[config.mk]
export PLATFORM = sky130hd
export DESIGN_NAME = ntt_dit_engine
export DESIGN_NICKNAME = d
export VERILOG_FILES = /design/src/rtl/ntt_dit_engine.sv
export SDC_FILE = /design/constraint.sdc
export NUM_CORES = 1
export LEC_CHECK = 0
export BUFFER_PORTS_ARGS = -buffer_cell sky130_fd_sc_hd__buf_2
export CAP_MARGIN = 10
export CORE_AREA = 4 4 228 230
export CTS_CLUSTER_DIAMETER = 40
export DETAILED_ROUTE_END_ITERATION = 16
export DIE_AREA = 0 0 232 234
export SLEW_MARGIN = 20
export SYNTH_ARGS = -nofsm -noshare
export SYNTH_HDL_FRONTEND = slang
export SYNTH_SLANG_ARGS = --single-unit
[constraint.sdc]
create_clock -name clk -period 18.7 [get_ports clk]
set_input_delay 0.935 -clock clk [delete_from_list [all_inputs] [get_ports clk]]
set_output_delay 0.935 -clock clk [all_outputs]
set_load 0.01 [all_outputs]
[src/rtl/ntt_dit_engine.sv]
// Iterative radix-2 DIT NTT: takes a bit-reversed vector, runs one butterfly per clock,
// and presents the natural-order transform behind a valid/ready handshake.
module ntt_dit_engine #(
   parameter int N    = 8,
   parameter int W    = 8,
   parameter int Q    = 17,
   parameter int ROOT = 2
) (
   input  logic           clk,
   input  logic           rst_n,
   input  logic           in_valid,
   output logic           in_ready,
   input  logic [N*W-1:0] vec_in,
   output logic           out_valid,
   input  logic           out_ready,
   output logic [N*W-1:0] vec_out,
   output logic           busy
);

   localparam int LOGN = $clog2(N);
   localparam int BW   = LOGN - 1;
   localparam int SW   = $clog2(LOGN);

   localparam logic [W-1:0]   QW = W'(Q);
   localparam logic [W:0]     Q1 = (W+1)'(Q);
   localparam logic [2*W-1:0] Q2 = (2*W)'(Q);

   function automatic logic [N/2*W-1:0] build_tw();
      logic [N/2*W-1:0] tab;
      longint unsigned  acc;
      tab = '0;
      acc = 1;
      for (int unsigned i = 0; i < N/2; i++) begin
         tab[i*W +: W] = W'(acc);
         acc = (acc * longint'(ROOT)) % longint'(Q);
      end
      return tab;
   endfunction

   localparam logic [N/2*W-1:0] TW_TABLE = build_tw();

   typedef enum logic [1:0] {
      IDLE,
      COMPUTE,
      DONE
   } state_t;

   state_t state, state_nx;

   logic [W-1:0]    a      [N];
   logic [W-1:0]    a_next [N];
   logic [SW-1:0]   stage;
   logic [BW-1:0]   bf;

   logic [LOGN-1:0] half, bfx, k, lo, hi, tw_exp;
   logic [SW-1:0]   tw_sh;
   logic [BW-1:0]   tw_idx;
   logic [W-1:0]    tw, t, a_lo, a_hi;
   logic [2*W-1:0]  prod;
   logic [W:0]      sum, diff;
   logic            last_bf, stage_end;

   // Butterfly addressing is derived from a flat per-stage index: bits above half pick the group.
   always_comb begin
      half   = LOGN'(1) << stage;
      bfx    = {1'b0, bf};
      k      = bfx & (half - LOGN'(1));
      lo     = ((bfx & ~(half - LOGN'(1))) << 1) | k;
      hi     = lo | half;
      tw_sh  = SW'(LOGN - 1) - stage;
      tw_exp = k << tw_sh;
      tw_idx = tw_exp[BW-1:0];
      tw     = TW_TABLE[tw_idx*W +: W];
      a_lo   = a[lo];
      a_hi   = a[hi];
      prod   = {{W{1'b0}}, tw} * {{W{1'b0}}, a_hi};
      t      = W'(prod % Q2);
      sum    = {1'b0, a_lo} + {1'b0, t};
      if (sum >= Q1) sum = sum - Q1;
      diff   = {1'b0, a_lo} + Q1 - {1'b0, t};
      if (diff >= Q1) diff = diff - Q1;
      for (int unsigned i = 0; i < N; i++) a_next[i] = a[i];
      a_next[lo] = sum[W-1:0];
      a_next[hi] = diff[W-1:0];
      stage_end  = (bf == BW'(N/2 - 1));
      last_bf    = stage_end && (stage == SW'(LOGN - 1));
   end

   always_ff @(posedge clk or negedge rst_n) begin
      if (!rst_n) state <= IDLE;
      else        state <= state_nx;
   end

   always_comb begin
      state_nx  = state;
      in_ready  = 1'b0;
      out_valid = 1'b0;
      busy      = 1'b0;
      case (state)
         IDLE: begin
            in_ready = 1'b1;
            if (in_valid) state_nx = COMPUTE;
         end
         COMPUTE: begin
            busy = 1'b1;
            if (last_bf) state_nx = DONE;
         end
         DONE: begin
            busy      = 1'b1;
            out_valid = 1'b1;
            if (out_ready) state_nx = IDLE;
         end
         default: state_nx = IDLE;
      endcase
   end

   always_ff @(posedge clk or negedge rst_n) begin
      if (!rst_n) begin
         for (int unsigned i = 0; i < N; i++) a[i] <= '0;
         stage   <= '0;
         bf      <= '0;
         vec_out <= '0;
      end else begin
         case (state)
            IDLE: begin
               if (in_valid) begin
                  for (int unsigned i = 0; i < N; i++) a[i] <= vec_in[i*W +: W] % QW;
               end
            end
            COMPUTE: begin
               for (int unsigned i = 0; i < N; i++) a[i] <= a_next[i];
               if (last_bf) begin
                  stage <= '0;
                  bf    <= '0;
                  for (int unsigned i = 0; i < N; i++) vec_out[i*W +: W] <= a_next[i];
               end else if (stage_end) begin
                  bf    <= '0;
                  stage <= stage + SW'(1);
               end else begin
                  bf <= bf + BW'(1);
               end
            end
            default: ;
         endcase
      end
   end

endmodule
-- Yosys cells after proc, flatten, opt, wreduce, memory -nomap -nowiden
Index checks and enable logic that the tools add are counted.
- mux-type cells: 27
- $add $sub $neg: 9
- equality and inequality tests: 7
- shift operators: 3
- bitwise gates (word level): 7
- reductions and logical operators: 11
- divide/modulo/power cells: 9
- multiply operators: 1
- order comparisons: 6
- operators with widths (cell ; number):
    $bwmux 64 ; 2
    $pmux 64 s2 ; 1
    $mod 8x5->8 const B ; 8
    $mux 64 ; 1
    $mux 8 ; 8
    $bmux 8 s3 ; 2
    $demux 8 s3 ; 2
    $shiftx 32x6->8 const A ; 1
    $ge 9x5->1 const B ; 2
    $mod 16x5->16 const B ; 1
    $mul 8x8->16 ; 1
    $sub 8x5->8 const B ; 2
    $mux 2 ; 7
    $add 8x5->9 const B ; 1
    $add 8x8->9 ; 1
    $sub 9x8->9 ; 1
    $ge 4x4->1 const B ; 2
    $lt 4x1->1 const B ; 2
    $not 3->4 ; 2
    $eq 2x2->1 const B ; 3
    $ne 2x2->1 const B ; 3
    $or 3x3->3 ; 2
    $pmux 2 s3 ; 1
    $reduce_and 2->1 ; 3
    15 further kinds ; 21
- output and inout port bits: 67
- register bits after elaboration: 134
- input port bits: 68
- word-level logic and storage cells: 92

-- Longest topological paths before layout
Gate-level depths: netlist of the first run.
- depth after elaboration: 18
- mapped depth: 74
- mapped depth without buffers: 67

-- Worst setup path after synthesis of the first run
No wires, ideal clock.
- path kind: register to register
- from: reg stage[0]
- to: reg a[27] in the netlist's numbering
- stages on the path, launching flop included: 63
- setup slack: 4.254 ns
- data required time: 18.636 ns
- arrival: 14.381 ns
- buffers on the path: 5
- cells stage by stage: dfrtp_1 inv_1 ha_1 clkbuf_1 nand2_1 or3b_2 clkbuf_1 clkbuf_1 nor3_1 inv_1 o221ai_1 nor2_1 fa_1 ha_1 ha_1 inv_1 fa_1 inv_1 (+27 left out) buf_6 mux2i_1 ha_1 inv_1 ha_1 a21o_1 a21oi_1 o21bai_1 a21oi_1 xnor2_1 nor3_1 nand3_1 nor2_1 nand3b_1 xor2_1 a21oi_1 a211oi_1 a21o_1
- cells in the longest elaborated chain, start to end: 18
- elaborated cells on any way between the ends: 42
- those cells by class: add/sub (7); mul (1); div (1); order compare (6); shift (3); mux (15); bitwise (7); reduce/logical (2)
- RTL lines (item ; line ; source):
    start, declared ; 52 ; logic [SW-1:0] stage;
    start signal, assigned ; 138 ; stage <= stage + SW'(1);
    $shl 1x2->3 ; 65 ; half = LOGN'(1) << stage;
    $sub 3x1->3 ; 68 ; lo = ((bfx & ~(half - LOGN'(1))) << 1) | k;
    $not 2->2 ; 68 ;
    $and 2x2->2 ; 68 ;
    $or 3x3->3 ; 68 ;
    $or 3x3->3 ; 69 ; hi = lo | half;
    $not 3->4 (not written as such) ; 75, 84 ;
    $bmux 8 s3 ; 75 ; a_hi = a[hi];
    $mux 8 (not written as such) (2 in series) ; 75 ;
    $mul 8x8->16 ; 76 ; prod = {{W{1'b0}}, tw} * {{W{1'b0}}, a_hi};
    $mod 16x5->16 ; 77 ; t = W'(prod % Q2);
    $add 8x8->9 ; 78 ; sum = {1'b0, a_lo} + {1'b0, t};
    $sub 8x5->8 or $ge 9x5->1 (tied branches) ; 79 ; if (sum >= Q1) sum = sum - Q1;
    $mux 8 ; 79 ;
    $bwmux 64 ; 83 ; a_next[lo] = sum[W-1:0];
    $bwmux 64 * ; 84 ; a_next[hi] = diff[W-1:0];
    $pmux 64 s2 * ; 124 ; case (state)
    end, declared ; 50 ; logic [W-1:0] a [N];
Every way passes the cells marked *; elsewhere a longest branch is shown, timed or not. The select of a mux whose other input is x is not followed.
A chain may end at the register's enable or synchronous reset.

-- Final worst setup path of the first run
- from: reg stage[0]
- to: reg a[60] in the netlist's numbering
Same word-level chain as after synthesis.

==> results of run 1 <==
kinds of logic (layout without fill, tap and decap cells):
| family | after synthesis | in the layout |
|---|---|---|
| simple gates | 975 | 975 |
| flops | 134 | 134 |
| compound gates | 782 | 782 |
| mux | 79 | 79 |
| buf+inv | 249 | 293 |
| fa+ha+maj | 125 | 125 |
| xor+xnor | 122 | 122 |
worst register-to-register path: cells and delay by family (launching register included):
family                   cells  cell delay (ps)
AO/OA/AOI/OAI               22             5360
XOR/XNOR                     4             1440
adder cells (fa/ha/maj)     10             3600
buffers and inverters        7              800
flip-flops                   1              460
multiplexers                 2              650
AND/OR/NAND/NOR             15             4840
sequential cells by signal, summed over array words and instances (netlist names):
signal,flops
state,2
vec_out,64
bf,2
stage,2
a,64
metal layers:
| layer | wire length (µm) | part of all wire | GRT usage |
|---|---|---|---|
| met1 | 26100 | 0.46 | 0.278 |
| met4 | 1610 | 0.028 | 0.0615 |
| met5 | 0 | 0 | 0 |
| met2 | 27100 | 0.47 | 0.352 |
| met3 | 2450 | 0.043 | 0.0200 |
synthesized netlist by cell type, drive strengths merged (36+ instances only):
library cell | instances | area, µm²
xor2 | 39 | 342
a211oi | 62 | 490
ha | 109 | 1360
o22ai | 37 | 231
clkbuf | 128 | 482
dfrtp | 134 | 3350
inv | 106 | 398
a21oi | 209 | 1070
nand3 | 46 | 230
nor3 | 63 | 330
nor2b | 43 | 269
nor2 | 307 | 1150
nand2 | 339 | 1270
o21ai | 263 | 1320
mux2 | 36 | 413
nand2b | 40 | 250
xnor2 | 82 | 737
mux2i | 43 | 438
worst paths after layout:
path,from,endpoint,depth (start not counted)
worst min-delay path,rst_n,vec_out[0],1
max in group asynchronous,rst_n,a[7],2
worst max-delay path,stage[0],a[60],60
min in group clk,vec_out[50],vec_out[50],2
worst max register to register,stage[0],a[60],60
worst min register to register,vec_out[50],vec_out[50],2
stage by stage:
step | setup slack, ps | hold slack (ps) | utilization | instances | instance area, µm²
global placement | 2120 | 460 | 0.371 | 3150 | 18500
global route | 186 | 507 | 0.383 | 3182 | 19100
finish | 1470 | 475 | 0.383 | 3182 | 19100
floorplan | 4250 | 471 | - | 2466 | 17300
detailed placement | 1880 | 469 | 0.371 | 3150 | 18500
CTS | 1780 | 484 | 0.383 | 3182 | 19100
final cells by class:
class,instances,area share
Inverter,106,0.0208
Multi-Input combinational cell,2083,0.684
Clock buffer,18,0.0230
Clock inverter,14,0.00852
Timing Repair Buffer,155,0.0437
Tap cell,672,0.0441
Sequential cell,134,0.176
==> metrics.txt, run 1 <==
die area=0.0543 mm²; clk_skew=11.5 ps; DRT iter0 DRCs=1499; P&R area growth vs syn=10.3%; DR WL/cell=18.0 µm; # hold bufs at CTS=0; Synth Area in Adders=0.0962; CTS tree=yes; Initial Util=0.347; Final ANT Viol Nets=0; Via Count=18000; Pre-Repair DR Iteration Count=5; CP most frequent cell=ha_1; Yosys cell types=98; Post-Syn Instances=2466; Congestion Overflow GR=0; Post-synth EDFFs=0; Crit Path Max Fanout=16; Fmax=58.0 MHz; htree depth=4; Period minus WS final=17230 ps; Syn. warnings=0; Die X=232 µm; Top FF cell, synth=dfrtp_1; cts repair resizes=0; simple logic cell fraction of the synthesized area=0.258; Synth Area in XOR/XNOR=0.0636; Core Region=0.0499 mm²; largest family of logic cells by synthesized area=compound AO/OA/AOI/OAI gates; CTS buffer count=17; max-slew violations=0; most common cell after layout, fill and taps aside=nand2_1; storage element area=0.00335 mm²; outcome=finished, final reports clean; first-pass GRT wire length=91800 µm; Nets=2688; Max Cap Viol=0; post-synthesis sequential area ratio=0.194; share of cells above drive strength 1=0.115; Hold Path Class=input port to asynchronous set/reset pin; CP Class=register to register; DP HPWL=43700 µm; Crit path buffers/inverters=7; multi-input gate area in the final layout=0.0131 mm²; period utilization=0.921; n_diodes=0; CP max stage cell=xnor2_2; unrepaired setup endpoints after global routing=false; actual slew at the worst max-slew pin=1210 ps; Worst EP arrival=17580 ps; Synth Cell Area=0.0173 mm²; clock buffer depth=2; commonest cells after routing, fill and taps aside=nand2_1 (339), nor2_1 (307), o21ai_0 (254); compound-cell area share of the yosys netlist=0.284; Detailed Route WL=57200 µm; Tot GR Track Use=0.206; num rows=82; number of global-route vias before repair=16900; slowest cell delay on critical path=840 ps; critical path's top delay family=compound AO/OA/AOI/OAI gates; Final setup violation count=0; io pins=135; largest net degree at the start of global routing=74; final hold vios=0; via/cell ratio=5.66; GP Congestion=0.983; Post-CTS Setup Bufs=0; fraction of synthesized area in multiplexers=0.0492; clock sink count=134; DRC viols=0; root buf cell=clkbuf_16; Startpoint Class=register; Die Span Y=234 µm; setup TNS=0 ps; Worst EP required=19050 ps; Yosys reg bits=134; Synthesized Nets=2657; Worst-path clk slew=70 ps; FFs w/ async S/R, synth=1.00; synthesized area per cell=7.02 µm²; clk_lat worst skew=440 ps; FF-to-FF setup slack=1470 ps; initial antenna violation count=0; PortBufs=134; Fillers=5279; CP Capture Type=register; Rel. slew slack=0.172
Power of run 1 is left out: the tool's default activity adds up to more than one toggle a clock period on the data nets, which glitch-free logic cannot reach.
==> inputs of run 2 (changes only) <==
clock period = 15.2 ns   (was 18.7 ns; I/O delays follow)
==> metrics.txt, run 2 (synthesis gave the netlist of run 1 again) <==
Worst EP arrival=14730 ps (-2850 ps); CP Capture Type=register; Crit Path Max Fanout=12 (-4); DRT iter0 DRCs=1495 (-0.27%); Worst EP required=15560 ps (-3490 ps); htree depth=4 (unchanged); Nets=2750 (+2.3%); Hold Path Class=input port to asynchronous set/reset pin; GP Congestion=0.992 (+0.83%); actual slew at the worst max-slew pin=1060 ps (-149 ps); # hold bufs at CTS=0 (unchanged); io pins=135 (unchanged); DRC viols=0 (unchanged); Pre-Repair DR Iteration Count=5 (unchanged); Die Span Y=234 µm (unchanged); Max Cap Viol=0 (unchanged); CP Class=register to register; clock buffer depth=2 (unchanged); final hold vios=0 (unchanged); storage element area=0.00335 mm² (about the same); largest net degree at the start of global routing=75 (+1.4%); CTS tree=yes; DP HPWL=44900 µm (+2.8%); Startpoint Class=register; clk_skew=14.2 ps (+2.71 ps); Worst-path clk slew=70 ps (about the same); slowest cell delay on critical path=680 ps (-160 ps); period utilization=0.946 (+0.0247); Core Region=0.0499 mm² (unchanged); Critical path origin=stage[0]; multi-input gate area in the final layout=0.0133 mm² (+1.6%); Fmax=69.5 MHz (+20%); Rel. slew slack=0.287 (+0.116); commonest cells after routing, fill and taps aside=nand2_1 (338), nor2_1 (303), o21ai_0 (248); CTS buffer count=17 (unchanged); first-pass GRT wire length=91900 µm (+0.11%); Fillers=5204 (-1.4%); Final setup violation count=0 (unchanged); CP max stage cell=xnor2_1; Congestion Overflow GR=0 (unchanged); root buf cell=clkbuf_16; most common cell after layout, fill and taps aside=nand2_1; PortBufs=134 (unchanged); CP most frequent cell=a21oi_1; pre-CTS setup slack=77.1 ps (-1810 ps); Period minus WS final=14380 ps (-2850 ps); Critical R2R Launch=stage[0]; clock sink count=134 (unchanged); P&R area growth vs syn=14.6%; share of cells above drive strength 1=0.149 (+0.0338); max-slew violations=0 (unchanged); Initial Util=0.347 (unchanged); final setup margin=822 ps (-652 ps); outcome=finished, final reports clean; number of global-route vias before repair=16800 (-0.84%); initial antenna violation count=2 (+2); Detailed Route WL=58600 µm (+2.3%); via/cell ratio=5.62 (-0.65%); clk_lat worst skew=440 ps (about the same); num rows=82 (unchanged); Via Count=18300 (+1.3%); Final ANT Viol Nets=0 (unchanged); Top Registers=a: 64 flops, vec_out: 64 flops; die area=0.0543 mm² (unchanged); DR WL/cell=18.0 µm (+0.32%); Tot GR Track Use=0.207 (+0.000836); Die X=232 µm (unchanged)
==> run 2: metal layers <==
| layer | vias to the layer above | part of all wire | track usage |
|---|---|---|---|
| met3 | 102 | 0.052 | 0.0278 |
| met4 | 0 | 0.029 | 0.0592 |
| met5 | - | 0 | 0 |
| met1 | 8666 | 0.45 | 0.278 |
| met2 | 533 | 0.47 | 0.350 |
| li1 | 8954 | - | - |
==> run 2: worst paths after layout <==
check	endpoint	slack, ps	depth (start not counted)
worst max-delay path	a[8]	820	61
worst min-delay path	vec_out[3]	390	1
worst max register to register	a[8]	820	61
worst min register to register	vec_out[28]	480	2
max in group asynchronous	vec_out[57]	13480	2
min in group clk	vec_out[28]	480	2
==> run 2: final cells by class <==
| cell class | instances | share of cell area |
|---|---|---|
| repair buffers | 217 | 0.0663 |
| inverters | 106 | 0.0201 |
| well taps | 672 | 0.0424 |
| diodes | 2 | 0.000252 |
| clock buffers | 18 | 0.0216 |
| flip-flops and latches | 134 | 0.169 |
| multi-input cells | 2083 | 0.669 |
| clock inverters | 14 | 0.0114 |
==> run 2: worst max-delay path, delay by kind of cell (launching register included) <==
family / cells / cell delay [ps]
DFF: 1 / 450
xor gates and xnor gates: 4 / 1320
muxes: 2 / 690
and+or+nand+nor: 8 / 1810
buffers and inverters: 10 / 1530
adders and majority gates: 8 / 2750
AOI/OAI and AO/OA: 29 / 5710
==> run 2: timing repair <==
action                     CTS  global route
pin swaps                    1            10
setup endpoints to repair    6           128
setup buffers                1             3
gates cloned                 0             1
resized for setup            1            53
==> run 2: metrics by stage <==
step	TNS [ps]	std cells	instance area, µm²	utilization	hold WS, ps
floorplan	0	2466	17300	-	464
global placement	0	3207	18900	0.379	463
detailed placement	0	3207	18900	0.379	469
CTS	0	3240	19500	0.392	401
global route	-171	3245	19800	0.398	431
finish	0	3246	19800	0.398	385
Power of run 2 is left out for the same reason.
